<file path="src/rtl/vga_rx_monitor.sv">
// rtl/vga_rx_monitor.sv - VGA receive-side timing recovery, measurement and lock monitor
//
// Recovers the pixel position from the hsync/vsync edges of a sampled VGA stream.
// It measures the line period, the frame length and both sync pulse widths, and
// reports any measurement that does not match the nominal timing. Lock is declared
// after LOCK_FRAMES consecutive error-free frames.
//
// Ports:
//   clk_50mhz              rising-edge clock
//   reset_n                asynchronous reset, active low
//   pix_ce                 pixel sample strobe; nothing changes on edges where it is 0
//   hsync, vsync           active-low syncs
//   red, green, blue       4-bit pixel colour
//   pixel_x, pixel_y       recovered position of the most recent sample
//   de                     recovered active video (locked and inside the active area)
//   locked                 timing lock
//   timing_err             one-cycle pulse on a measurement mismatch
//   frame_done             one-cycle pulse at each vsync fall
//   line_len               last measured line period in samples
//   frame_lines            last measured frame length in lines
//   lit_count              white active pixels counted in the last frame
module vga_rx_monitor #(
    parameter int H_TOTAL      = 800,
    parameter int H_SYNC_START = 656,
    parameter int H_PULSE      = 96,
    parameter int V_TOTAL      = 525,
    parameter int V_SYNC_START = 490,
    parameter int V_PULSE      = 2,
    parameter int LOCK_FRAMES  = 2,
    parameter int H_ACTIVE     = 640,
    parameter int V_ACTIVE     = 480
) (
    input  logic        clk_50mhz,
    input  logic        reset_n,
    input  logic        pix_ce,
    input  logic        hsync,
    input  logic        vsync,
    input  logic [3:0]  red,
    input  logic [3:0]  green,
    input  logic [3:0]  blue,
    output logic [9:0]  pixel_x,
    output logic [9:0]  pixel_y,
    output logic        de,
    output logic        locked,
    output logic        timing_err,
    output logic        frame_done,
    output logic [9:0]  line_len,
    output logic [9:0]  frame_lines,
    output logic [18:0] lit_count
);

    localparam logic [1:0] SEARCH = 2'd0;
    localparam logic [1:0] TRACK  = 2'd1;
    localparam logic [1:0] LOCKED = 2'd2;

    localparam logic [9:0] HT    = 10'(H_TOTAL);
    localparam logic [9:0] HT_M1 = 10'(H_TOTAL - 1);
    localparam logic [9:0] HSS   = 10'(H_SYNC_START);
    localparam logic [9:0] HP    = 10'(H_PULSE);
    localparam logic [9:0] VT    = 10'(V_TOTAL);
    localparam logic [9:0] VT_M1 = 10'(V_TOTAL - 1);
    localparam logic [9:0] VSS   = 10'(V_SYNC_START);
    localparam logic [9:0] VP    = 10'(V_PULSE);
    localparam logic [9:0] HA    = 10'(H_ACTIVE);
    localparam logic [9:0] VA    = 10'(V_ACTIVE);
    localparam logic [7:0] LOCK_N = 8'(LOCK_FRAMES);

    logic        hs_prev, vs_prev;
    logic        h_seen, v_seen;     // a fall has been seen since reset, so measurements are meaningful
    logic [9:0]  h_cnt, hp_cnt, v_cnt, vp_cnt;
    logic [1:0]  state, state_next;
    logic [7:0]  good_cnt, good_next;
    logic        frame_bad, bad_next; // current frame already had an error and cannot count as good
    logic [18:0] lit_cnt;
    logic [9:0]  x_next, y_next;
    logic        h_fall, h_rise, v_fall, v_rise, err_now, de_next, white;

    function automatic logic [9:0] sat_inc(input logic [9:0] v);
        return (v == 10'h3FF) ? v : v + 10'd1;
    endfunction

    assign h_fall = pix_ce & hs_prev & ~hsync;
    assign h_rise = pix_ce & ~hs_prev & hsync;
    assign v_fall = pix_ce & vs_prev & ~vsync;
    assign v_rise = pix_ce & ~vs_prev & vsync;
    assign white  = (red == 4'hF) && (green == 4'hF) && (blue == 4'hF);

    assign err_now = (h_fall & h_seen & (h_cnt != HT))
                   | (h_rise & h_seen & (hp_cnt != HP))
                   | (v_fall & v_seen & (v_cnt != VT))
                   | (v_rise & v_seen & (vp_cnt != VP));

    assign locked = (state == LOCKED);
    assign de     = locked && (pixel_x < HA) && (pixel_y < VA);

    always_comb begin
        x_next = pixel_x;
        y_next = pixel_y;
        if (h_fall) begin
            x_next = HSS;
        end else if (pixel_x == HT_M1) begin
            x_next = 10'd0;
            y_next = (pixel_y == VT_M1) ? 10'd0 : pixel_y + 10'd1;
        end else begin
            x_next = pixel_x + 10'd1;
        end
        if (v_fall) begin
            y_next = VSS;
        end
    end

    always_comb begin
        state_next = state;
        good_next  = good_cnt;
        bad_next   = frame_bad;
        if (err_now) begin
            // An error coinciding with a vsync fall belongs to the frame just ending.
            state_next = (state != SEARCH || v_fall) ? TRACK : SEARCH;
            good_next  = 8'd0;
            bad_next   = ~v_fall;
        end else if (v_fall) begin
            bad_next = 1'b0;
            case (state)
                SEARCH: begin
                    state_next = TRACK;
                    good_next  = 8'd0;
                end
                TRACK: begin
                    if (!frame_bad) begin
                        good_next = good_cnt + 8'd1;
                        if ((good_cnt + 8'd1) >= LOCK_N) begin
                            state_next = LOCKED;
                        end
                    end
                end
                default: state_next = state;
            endcase
        end
    end

    // de of the sample being taken this edge, used to qualify white-pixel counting.
    assign de_next = (state_next == LOCKED) && (x_next < HA) && (y_next < VA);

    always_ff @(posedge clk_50mhz or negedge reset_n) begin
        if (!reset_n) begin
            hs_prev     <= 1'b1;
            vs_prev     <= 1'b1;
            h_seen      <= 1'b0;
            v_seen      <= 1'b0;
            h_cnt       <= 10'd0;
            hp_cnt      <= 10'd0;
            v_cnt       <= 10'd0;
            vp_cnt      <= 10'd0;
            state       <= SEARCH;
            good_cnt    <= 8'd0;
            frame_bad   <= 1'b0;
            lit_cnt     <= 19'd0;
            pixel_x     <= 10'd0;
            pixel_y     <= 10'd0;
            timing_err  <= 1'b0;
            frame_done  <= 1'b0;
            line_len    <= 10'd0;
            frame_lines <= 10'd0;
            lit_count   <= 19'd0;
        end else begin
            // Pulses are qualified by pix_ce through the edge detects, so they last one clock.
            timing_err <= err_now;
            frame_done <= v_fall;
            if (pix_ce) begin
                hs_prev   <= hsync;
                vs_prev   <= vsync;
                pixel_x   <= x_next;
                pixel_y   <= y_next;
                state     <= state_next;
                good_cnt  <= good_next;
                frame_bad <= bad_next;

                // The fall sample starts the next line and the low pulse.
                if (h_fall) begin
                    line_len <= h_cnt;
                    h_cnt    <= 10'd1;
                    hp_cnt   <= 10'd1;
                    h_seen   <= 1'b1;
                end else begin
                    h_cnt <= sat_inc(h_cnt);
                    if (!hsync) begin
                        hp_cnt <= sat_inc(hp_cnt);
                    end
                end

                // Vertical measurements count hsync falls, not samples.
                if (v_fall) begin
                    frame_lines <= v_cnt;
                    v_cnt       <= h_fall ? 10'd1 : 10'd0;
                    vp_cnt      <= h_fall ? 10'd1 : 10'd0;
                    v_seen      <= 1'b1;
                    lit_count   <= lit_cnt;
                    lit_cnt     <= 19'd0;
                end else begin
                    if (h_fall) begin
                        v_cnt <= sat_inc(v_cnt);
                        if (!vsync) begin
                            vp_cnt <= sat_inc(vp_cnt);
                        end
                    end
                    if (de_next && white) begin
                        lit_cnt <= lit_cnt + 19'd1;
                    end
                end
            end
        end
    end

endmodule

</file>
<file path="config.mk">
export PLATFORM = sky130hd
export DESIGN_NAME = vga_rx_monitor
export DESIGN_NICKNAME = d
export VERILOG_FILES = /design/src/rtl/vga_rx_monitor.sv
export SDC_FILE = /design/constraint.sdc
export NUM_CORES = 1
export LEC_CHECK = 0
export CORE_ASPECT_RATIO = 1.75
export CORE_MARGIN = 2
export CORE_UTILIZATION = 51
export DETAILED_ROUTE_END_ITERATION = 6
export PLACE_DENSITY = 0.77
export RECOVER_POWER = 100
export SLEW_MARGIN = 20
export SYNTH_ARGS = -nofsm -noshare
export SYNTH_HDL_FRONTEND = slang
export SYNTH_SLANG_ARGS = --single-unit
export TNS_END_PERCENT = 30
</file>
<file path="constraint.sdc">
create_clock -name clk_50mhz -period 3 [get_ports clk_50mhz]
set_input_delay 0.3 -clock clk_50mhz [delete_from_list [all_inputs] [get_ports clk_50mhz]]
set_output_delay 0.3 -clock clk_50mhz [all_outputs]
set_load 0.01 [all_outputs]
</file>
* Yosys cells after proc, flatten, opt, wreduce, memory -nomap -nowiden
Index checks and enable logic that the tools add are counted.
Word-level totals: register bits 135, output and inout bits 63, input port bits 17, logic and storage cells 135
Operators by class: $lt $le $gt $ge 5, muxes and demuxes 33, reduce and logical (&&, ||, !) cells 23, bitwise logic cells 24, eq/ne operators 23, add/subtract/negate cells 8
Operators by type and width (number):
- $mux 10 | 18
- $add 10x1->10 const B | 6
- $eq 10x10->1 const B | 6
- $mux 19 | 2
- $mux 8 | 3
- $lt 10x10->1 const B | 2
- $lt 10x9->1 const B | 2
- $ne 10x10->1 const B | 2
- $add 19x1->19 const B | 1
- $and 1x1->1 | 16
- $pmux 8 s2 | 1
- $eq 4x4->1 const B | 3
- $ne 10x2->1 const B | 1
- $ne 10x7->1 const B | 1
- $reduce_and 2->1 | 5
- $add 8x1->8 const B | 1
- $ge 8x2->1 const B | 1
- $mux 2 | 4
- $ne 2x2->1 const B | 4
- $reduce_and 4->1 | 2
- $reduce_bool 2->1 | 4
- $logic_and 1x1->1 | 7
- $reduce_and 3->1 | 2
- $not 1->1 | 5
- other kinds (10) | 17

* Longest topological paths before layout
Gate-level depths: netlist of the first run.
depth after elaboration 15, gate-level depth with buffers 12, depth with buffers taken out 9

* Least setup slack after synthesis of the first run
Ideal clock, no wire load.
kind reg2reg, from reg pixel_y[6], to reg lit_cnt[16], slack -61 ps, arrival 2983 ps, clock period less this slack 3061 ps, stages on the path, launching flop included 10, library setup time 78 ps, required time 2922 ps, path buffers 2, cells stage by stage dfrtp_1 or4_4 nor4b_4 nor2_1 a32o_1 or4_4 buf_6 buf_6 or4_1 a21oi_1
Between the ends: longest elaborated chain between the ends 10, elaborated cells on any way between the ends 11, those cells by class add/sub: 1; order compare: 1; eq/ne: 1; mux: 4; reduce/logical: 4
RTL lines:
- start: declaration | line 42 | output logic [9:0] pixel_y,
- start signal: assignment | line 173 | pixel_y <= y_next;
- $add 10x1->10 or $eq 10x10->1 (tied branches) | line 103 | y_next = (pixel_y == VT_M1) ? 10'd0 : pixel_y + 10'd1;
- $mux 10 | line 103
- $mux 10 | line 101 | end else if (pixel_x == HT_M1) begin
- $mux 10 * | line 99 | if (h_fall) begin
- $mux 10 * | line 107 | if (v_fall) begin
- $lt 10x9->1 * | line 142 | assign de_next = (state_next == LOCKED) && (x_next < HA) && (y_next < VA);
- $logic_and 1x1->1 * | line 142
- $logic_and 1x1->1 * | line 206 | if (de_next && white) begin
- $reduce_bool 2->1 (no line) *
- $reduce_and 2->1 (no line) *
- end signal: assignment | line 207 | lit_cnt <= lit_cnt + 19'd1;
- end: declaration | line 74 | logic [18:0] lit_cnt;
Mark *: on every way between the ends. The rest lies on a longest branch, timed or not. A chain may end at the register's enable or synchronous reset.

* Final worst setup path of the first run
from reg pixel_y[8], to reg lit_cnt[4]
Same word-level chain as after synthesis.

==> impl_metrics.toml, run 1 <==
[status]
status = "finished, violations left"
violations = "capacitance limit, slew limit, setup timing"

[synthesis]
synth_area_sq_mm = 0.00696
synth_nets = 820
synth_top_area_cell = "dfrtp_1"
ys_seq_area_frac = 0.486
synthTopCellsByArea = "dfrtp_1 48%, nand2_1 9.4%, nor2_1 3.4%"
synthesis.area_per_instance_sq_um = 8.82
ys_warn_count = 0
ys_ff_latch = 135
synth_edf_count = 0
synthFlopType = "dfrtp_1"
async_flop_share = 1.00
ys_types = 59
netlist_instances = 789
synth_top_area_frac = 0.478

[routing]
final_antenna_net_count = 0
route.detailed.drc = 0
wl_microns = 19000
drt-initial-drc-count = 459
firstDrtPassIters = 5
vias_per_cell = 5.91
wl_per_cell_microns = 17.4
num_vias = 6459

[setup_path]
critical_path_class = "flop to flop"
critPathMaxFanout = 7
r2r_slack_ns = -0.04
startpoint_type = "flop"
crit_required_ns = 3.35
end_kind = "flop"
arrival_ns = 3.39

[sta]
final.min_clock_period_ns = 3.04
worst_slack_ns = -0.0440
setup_violations = 7
relSlewSlack = -0.0619
final.setup.tns_ns = -0.118
hold_viol = 0
drv_slew = 63
fin_skew_ns = 0.00808
post-route-period-util = 1.01
rsz0062_at_grt = "true"
worstMarginPinSlew_ns = 1.59
fmax_mhz = 329

[global_route]
grt_pass1_wl_microns = 30500
grt_start_max_net_pins = 63
grt_overflow_total = 0
grt_usage = 0.262
grt_pass1_vias = 6612
antenna_found_initial = 0

[floorplan]
core-area_sq_mm = 0.0134
die_area_sq_mm = 0.0146
rows = 56
dieWidth_microns = 92.3
ios = 80
die_h_microns = 159
initial_core_util = 0.520

[cts]
clk_latency_ns = 0.42
clockBufferDepth = 2
holdBufCountCts = 0
cts_buffers = 17
cts_tree = "built"
clkTransAtPathRegs_ns = 0.06
htree_levels = 4
clkSinkCount = 135
cts_root_buffer = "clkbuf_16"

[finish]
layout_common_cells = "175 x nand2_1, 131 x dfrtp_1, 62 x nor2_1"
diodes = 0
drive_above_1_share = 0.144
post-route-util = 0.677
mostFrequentLayoutCell = "nand2_1"
area_growth_pct = 30.2
fin_nets = 937

[flow_run]
max_cap_violations = 1

[placed_design]
hpwlAfterDp_microns = 12500
place.gp.congestion = 0.899
port_buffers = 79

[power_and_ir_drop]
ir_drop_mv = 0.391
p_leak_uw = 0.00417
p_per_area_mw_per_mm2 = 588

[min_path]
hp-class = "primary input to async pin"
-- power breakdown --
group	internal (uW)	total [uW]	switching (uW)
Sequential	2000	2170	175
Clock	1420	2210	791
Combinational	414	936	522
Total	3830	5320	1490
-- layout make-up --
cell class | count | area (sq um)
Clock inverter | 10 | 139
Clock buffer | 22 | 494
Timing Repair Buffer | 134 | 1180
Multi-Input combinational cell | 597 | 3560
Sequential cell | 135 | 3380
Fill cell | 1067 | 4330
Tap cell | 174 | 218
Inverter | 21 | 78.8
-- per-layer routing --
metal  vias to the layer above  global-route usage  wire (microns)
li1                       3024                   -               -
met1                      3144               0.277            6770
met2                       225               0.480           10600
met3                        66              0.0440             756
met4                         0               0.165             842
met5                         -                   0               0
-- timing repair --
item                       in CTS  in global routing
setup endpoints to repair      15                 19
resized for setup              11                 33
hold endpoints to repair        0                  0
gates cloned                    3                  2
pin swaps                      10                 20
buffers inserted                4                  3
-- through the flow --
stage	instance area (sq um)	total power (uW)	hold slack [ns]	instances	setup WS, ns
finish	9050	5320	0.275	1093	-0.0440
global route	9050	5550	0.406	1093	-0.0685
CTS	8910	5380	0.00489	1088	0.00162
detailed placement	8180	3150	0.448	1049	-0.158
global placement	8180	3100	0.437	1049	-0.109
floorplan	6960	2650	0.00441	789	-0.00634
-- registers in the layout, summed over array words and instances, names as in the netlist, 2 cells and up --
signal,flops
lit_cnt,19
lit_count,19
frame_lines,10
h_cnt,10
hp_cnt,10
line_len,10
pixel_x,10
pixel_y,10
v_cnt,10
vp_cnt,10
good_cnt,8
state,2
-- logic make-up (layout without fill, tap and decap cells) --
family          count (synthesis)  count (layout)  synth area share
simple gates                  400             405             0.280
compound gates                141             141             0.125
flops                         135             135             0.486
buf+inv                        62             187            0.0360
xor+xnor                       32              32            0.0403
fa+ha+maj                      14              14            0.0252
mux                             5               5           0.00755
-- cell usage after synthesis (3+ instances only) --
library cell  instances
a22o_1                3
and4_1                5
or4_1                20
nand3_1              35
o21a_1                4
nor2b_1               4
o21ai_0              38
nor4_1                4
a21oi_1              36
xor2_1               25
nor4b_1               3
buf_1                 4
nand2b_1              7
xnor2_1               7
ha_1                 14
nand2_1             175
or3_1                 8
nor3_1               12
nor2_1               63
and3_1               13
clkbuf_1             33
nor3b_1               3
inv_1                21
and2_1                4
a22oi_1               3
a31oi_1               9
o31ai_1              20
o22ai_1               3
mux2i_1               3
o211ai_1              4
dfrtp_1             133
nand4_1              31
o21ai_1               3
-- critical path, stage by stage, from the launching register on --
cell and delay (ns):
dfrtp_1 0.40, or4_4 0.57, nor4b_4 0.37, nor2_2 0.07
a32o_2 0.34, or4_4 0.58, or4_4 0.51, a21oi_2 0.13
-- final timing paths --
| check | startpoint | endpoint | depth (start not counted) |
|---|---|---|---|
| max | pixel_y[8] | lit_cnt[4] | 7 |
| min | reset_n | line_len[6] | 1 |
| max reg2reg | pixel_y[8] | lit_cnt[4] | 7 |
| min reg2reg | lit_count[2] | lit_count[2] | 2 |
| max in group asynchronous | reset_n | good_cnt[1] | 2 |
| min in group clk_50mhz | lit_count[2] | lit_count[2] | 2 |
Note: power is estimated with default switching activity, not from simulation.
==> run 2, diff against run 1 <==
- CORE_UTILIZATION: 51 -> 58
- DONT_BUFFER_PORTS: unset -> 1
- HOLD_SLACK_MARGIN: unset -> 0.15
- PLACE_DENSITY: 0.77 -> 0.76
- TNS_END_PERCENT: 30 -> 1
==> run 2 against run 1 <==
The run ends with hold timing, setup timing left. Power decreased by 1.6%. Sequential share of layout area increased by 4.4 points. Largest cell class unchanged. Critical path depth unchanged. Largest power group unchanged.
==> impl_metrics.toml, run 2 (synthesis results as in run 1) <==
[routing]
firstDrtPassIters = 5
vias_per_cell = 6.39
wl_microns = 17900
num_vias = 6194
route.detailed.drc = 0
wl_per_cell_microns = 18.5
drt-initial-drc-count = 403
final_antenna_net_count = 0

[setup_path]
reg2regPathDepth = 7
max_stage_delay_ns = 0.59
worstReg2RegEnd = "lit_cnt[13]"
critPathMaxFanout = 6
end_kind = "flop"
r2r_slack_ns = -0.0002
startpoint_type = "flop"
arrival_ns = 3.34
path_common_cell = "or4_4"
crit_slowest_cell = "or4_4"
crit_required_ns = 3.34
cp_cell_sequence = "or4_4, nor4b_4, o21ai_1, a32o_2, or4_4, or4_1, a21oi_2"
critical_path_class = "flop to flop"
r2r_start = "pixel_y[7]"

[sta]
worstMarginPinSlew_ns = 1.39
drv_slew = 0
fin_skew_ns = 0.00787
relSlewSlack = 0.0717
post-route-period-util = 1.00
hold_ws_ns = -0.426
fmax_mhz = 333
final.min_clock_period_ns = 3.00
worst_slack_ns = -0.000224
hold_viol = 135
setup_violations = 1
rsz0062_at_grt = "true"

[floorplan]
die_h_microns = 149
die_area_sq_mm = 0.0129
rows = 53
dieWidth_microns = 86.8
ios = 80
core-area_sq_mm = 0.0119
initial_core_util = 0.586

[finish]
diodes = 0
drive_above_1_share = 0.123
mostFrequentLayoutCell = "nand2_1"
design_area_sq_mm = 0.00810
reg.largest.list = "lit_cnt: 19 flops, lit_count: 19 flops"
fin_nets = 850
layout_common_cells = "175 x nand2_1, 132 x dfrtp_1, 62 x nor2_1"
area_growth_pct = 16.4
layout.cells.non_filler = 969

[placed_design]
hpwlAfterDp_microns = 11500
place.gp.congestion = 0.909
pre_cts_ws_ns = -0.0362
place_inst = 928
post_dp_cell_area_sq_mm = 0.00729
port_buffers = 0

[cts]
cts_buffers = 17
htree_levels = 4
holdBufCountCts = 4
clockBufferDepth = 2
clkTransAtPathRegs_ns = 0.06
cts_tree = "built"
cts_root_buffer = "clkbuf_16"
clk_latency_ns = 0.42
clkSinkCount = 135

[power_and_ir_drop]
ir_drop_mv = 0.472
pwr-share-clk = 0.448
internal_power_uw = 3810
p_per_area_mw_per_mm2 = 646
power.share.switching = 0.272
power.total_uw = 5240
netSwitchingPower_uw = 1430
pwr-share-seq = 0.420
combPwrFrac = 0.132
p_leak_uw = 0.00368

[min_path]
hp-class = "primary input to async pin"

[status]
status = "finished, violations left"
violations = "hold timing, setup timing"

[global_route]
grt_pass1_wl_microns = 29400
antenna_found_initial = 0
grt_pass1_vias = 6230
grt_overflow_total = 0
grt_usage = 0.287
grt_start_max_net_pins = 136

[flow_run]
max_cap_violations = 0
==> run 2: worst max-delay path by stage <==
stage | slack (ns) | end | from
2_1_floorplan | -0.007 | lit_cnt[17] | pixel_y[6]
3_3_place_gp | 0.09 | lit_cnt[3] | pixel_y[6]
3_5_place_dp | -0.04 | lit_cnt[12] | pixel_y[6]
4_1_cts | 0.006 | lit_cnt[5] | pixel_y[6]
5_1_grt | -0.06 | lit_cnt[11] | pixel_y[7]
6_report | -0.0002 | lit_cnt[13] | pixel_y[7]
==> run 2: layout make-up <==
cell class / instances / area (sq um)
Multi-Input combinational cell: 596 / 3470
Clock inverter: 11 / 194
Fill cell: 918 / 3770
Timing Repair Buffer: 48 / 338
Clock buffer: 21 / 470
Inverter: 21 / 78.8
Tap cell: 137 / 171
Sequential cell: 135 / 3380
==> run 2: metal layers <==
| layer | part of all wire | global-route usage |
|---|---|---|
| met1 | 0.37 | 0.318 |
| met2 | 0.54 | 0.495 |
| met3 | 0.050 | 0.0564 |
| met4 | 0.042 | 0.173 |
| met5 | 0 | 0 |
==> run 2: what timing repair did <==
item,4_1_cts,5_1_grt
setup endpoints to repair,14,19
setup buffers,0,1
gates cloned,3,1
resized for setup,6,22
pin swaps,2,17
hold endpoints to repair,155,135
==> run 2: through the flow <==
stage	util	setup TNS, ns
final	0.682	-0.000224
after global placement	0.615	0
after CTS	0.677	0
after global routing	0.682	-0.564
after floorplan	-	-0.0449
after detailed placement	0.615	-0.277
==> run 2: power by group through the flow <==
stage / logic, uW / clock network [uW] / registers, uW
final: 691 / 2350 / 2200
after global routing: 785 / 2430 / 2220
after CTS: 712 / 2360 / 2200
after detailed placement: 696 / 0 / 2230
after global placement: 659 / 0 / 2210
after floorplan: 420 / 0 / 2230
==> run 2: critical path, delay by kind of cell, from the launching register on <==
family,cells,cell delay [ns]
and+or+nand+nor,4,2.00
DFF,1,0.37
AOI/OAI and AO/OA,3,0.54
==> run 3, diff against run 2 <==
- CORE_UTILIZATION: 58 -> 60
- CTS_BUF_LIST: unset -> sky130_fd_sc_hd__clkbuf_4
- PLACE_DENSITY: 0.76 -> 0.79
- SKIP_LAST_GASP: unset -> 1
==> run 3 against run 2 <==
The flow still finishes with violations (hold timing, setup timing). Fmax fell by 0.85%. Worst hold slack got worse by 0.14 ns. Utilization fell by 0.27 points. Largest power group is now sequential cells.
==> impl_metrics.toml, run 3 (synthesis results as in run 1) <==
[sta]
rsz0062_at_grt = "true"
worstMarginPinSlew_ns = 1.18
post-route-period-util = 1.01
hold_viol = 135
relSlewSlack = 0.210
hold_ws_ns = -0.569
setup_violations = 5
fin_skew_ns = 0.0259
fmax_mhz = 330
final.min_clock_period_ns = 3.03
drv_slew = 0
worst_slack_ns = -0.0260

[setup_path]
arrival_ns = 3.50
end_kind = "flop"
reg2regPathDepth = 7
critical_path_class = "flop to flop"
crit_required_ns = 3.47
r2r_start = "pixel_y[8]"
critPathMaxFanout = 7
worstReg2RegEnd = "lit_cnt[11]"
r2r_slack_ns = -0.03
startpoint_type = "flop"

[min_path]
hp-class = "primary input to async pin"

[floorplan]
dieWidth_microns = 85.4
core-area_sq_mm = 0.0115
die_area_sq_mm = 0.0125
rows = 52
ios = 80
die_h_microns = 146
initial_core_util = 0.608

[cts]
clk_latency_ns = 0.54
clockBufferDepth = 2
clkTransAtPathRegs_ns = 0.13
htree_levels = 4
cts_root_buffer = "clkbuf_4"
cts_tree = "built"
holdBufCountCts = 10
clkSinkCount = 135
cts_buffers = 17

[flow_run]
max_cap_violations = 0

[global_route]
grt_overflow_total = 0
grt_start_max_net_pins = 136
grt_pass1_wl_microns = 28400
grt_pass1_vias = 6151
antenna_found_initial = 0
grt_usage = 0.281

[routing]
final_antenna_net_count = 0
vias_per_cell = 6.38
firstDrtPassIters = 5
drt-initial-drc-count = 441
wl_microns = 17300
num_vias = 6190
wl_per_cell_microns = 17.8
route.detailed.drc = 0

[finish]
design_area_sq_mm = 0.00778
ff_latch_area_sq_mm = 0.00338
multi_input_area_sq_mm = 0.00343
diodes = 0
drive_above_1_share = 0.110
mostFrequentLayoutCell = "nand2_1"
layout_common_cells = "175 x nand2_1, 132 x dfrtp_1, 63 x nor2_1"
fin_nets = 854
reg.largest.list = "lit_cnt: 19 flops, lit_count: 19 flops"
fillCellCount = 914
post-route-util = 0.680
area_growth_pct = 11.9

[placed_design]
hpwlAfterDp_microns = 11200
post_dp_cell_area_sq_mm = 0.00724
port_buffers = 0
place.gp.congestion = 0.866
pre_cts_ws_ns = -0.0917

[status]
violations = "hold timing, setup timing"
status = "finished, violations left"

[power_and_ir_drop]
ir_drop_mv = 0.474
p_leak_uw = 0.00356
p_per_area_mw_per_mm2 = 544
==> run 3: changes by cell type in the layout (fill, tap and decap cells not counted), sizes merged <==
| cell | before | now |
|---|---|---|
| dlygate4sd3 | 4 | 9 |
| clkinv | 4 | 6 |
| clkbuf | 33 | 27 |
| dlymetal6s4s | 0 | 1 |
| bufinv | 5 | 4 |
| buf | 32 | 34 |
==> run 3: metal layers <==
metal,part of all wire,routed length [microns],global-route usage,vias up
met5,0,0,0,-
met4,0.039,671,0.139,0
met3,0.046,799,0.0520,61
met2,0.55,9410,0.507,227
met1,0.37,6370,0.308,3038
li1,-,-,-,2864
==> run 3: how the worst max path moves through the flow <==
| stage | start | endpoint | slack (ns) | cells past startpoint |
|---|---|---|---|---|
| after floorplan | pixel_y[6] | lit_cnt[17] | -0.007 | 9 |
| after global placement | pixel_y[6] | lit_cnt[3] | 0.02 | 7 |
| after CTS | pixel_y[6] | lit_cnt[15] | -0.06 | 7 |
| after detailed placement | pixel_y[6] | lit_cnt[15] | -0.09 | 7 |
| final | pixel_y[8] | lit_cnt[11] | -0.03 | 7 |
| after global routing | pixel_y[8] | lit_cnt[10] | -0.11 | 7 |
==> run 3: power by group <==
group          leakage, uW  internal, uW  switching, uW  total (uW)
clock             0.000170           676            662        1340
combinational      0.00159           286            410         695
sequential         0.00179          1990            207        2200
total              0.00356          2950           1280        4230
==> run 3: critical path, cell delays in order, from the launching register on <==
cell and delay (ns):
dfrtp_1 0.41, or4_4 0.56, nor4b_4 0.34, nor2_1 0.12, a32o_2 0.35, or4_4 0.60
or4_4 0.44, a21oi_2 0.15
==> run 3: cell type report <==
| type | count | area share |
|---|---|---|
| Sequential cell | 135 | 0.434 |
| Clock inverter | 12 | 0.0227 |
| Timing Repair Buffer | 52 | 0.0514 |
| Multi-Input combinational cell | 596 | 0.441 |
| Tap cell | 135 | 0.0217 |
| Inverter | 21 | 0.0101 |
| Clock buffer | 19 | 0.0183 |
==> run 3: timing repair <==
item                                    4_1_cts  5_1_grt
endpoints found under the hold margin       161      135
buffers inserted                              2        4
gates resized for setup                       3       17
gates cloned                                  3        1
pin swaps                                     2       18
endpoints found under the setup margin       16       19
==> run 3: stage by stage <==
stage	hold slack (ns)	instances	power [uW]	setup TNS [ns]
after floorplan	0.00441	789	2650	-0.0449
after global placement	0.00834	919	2860	0
after detailed placement	0.00822	919	2900	-0.770
after CTS	-0.604	965	4250	-0.213
after global routing	-0.607	970	4440	-0.920
final	-0.569	970	4230	-0.0773
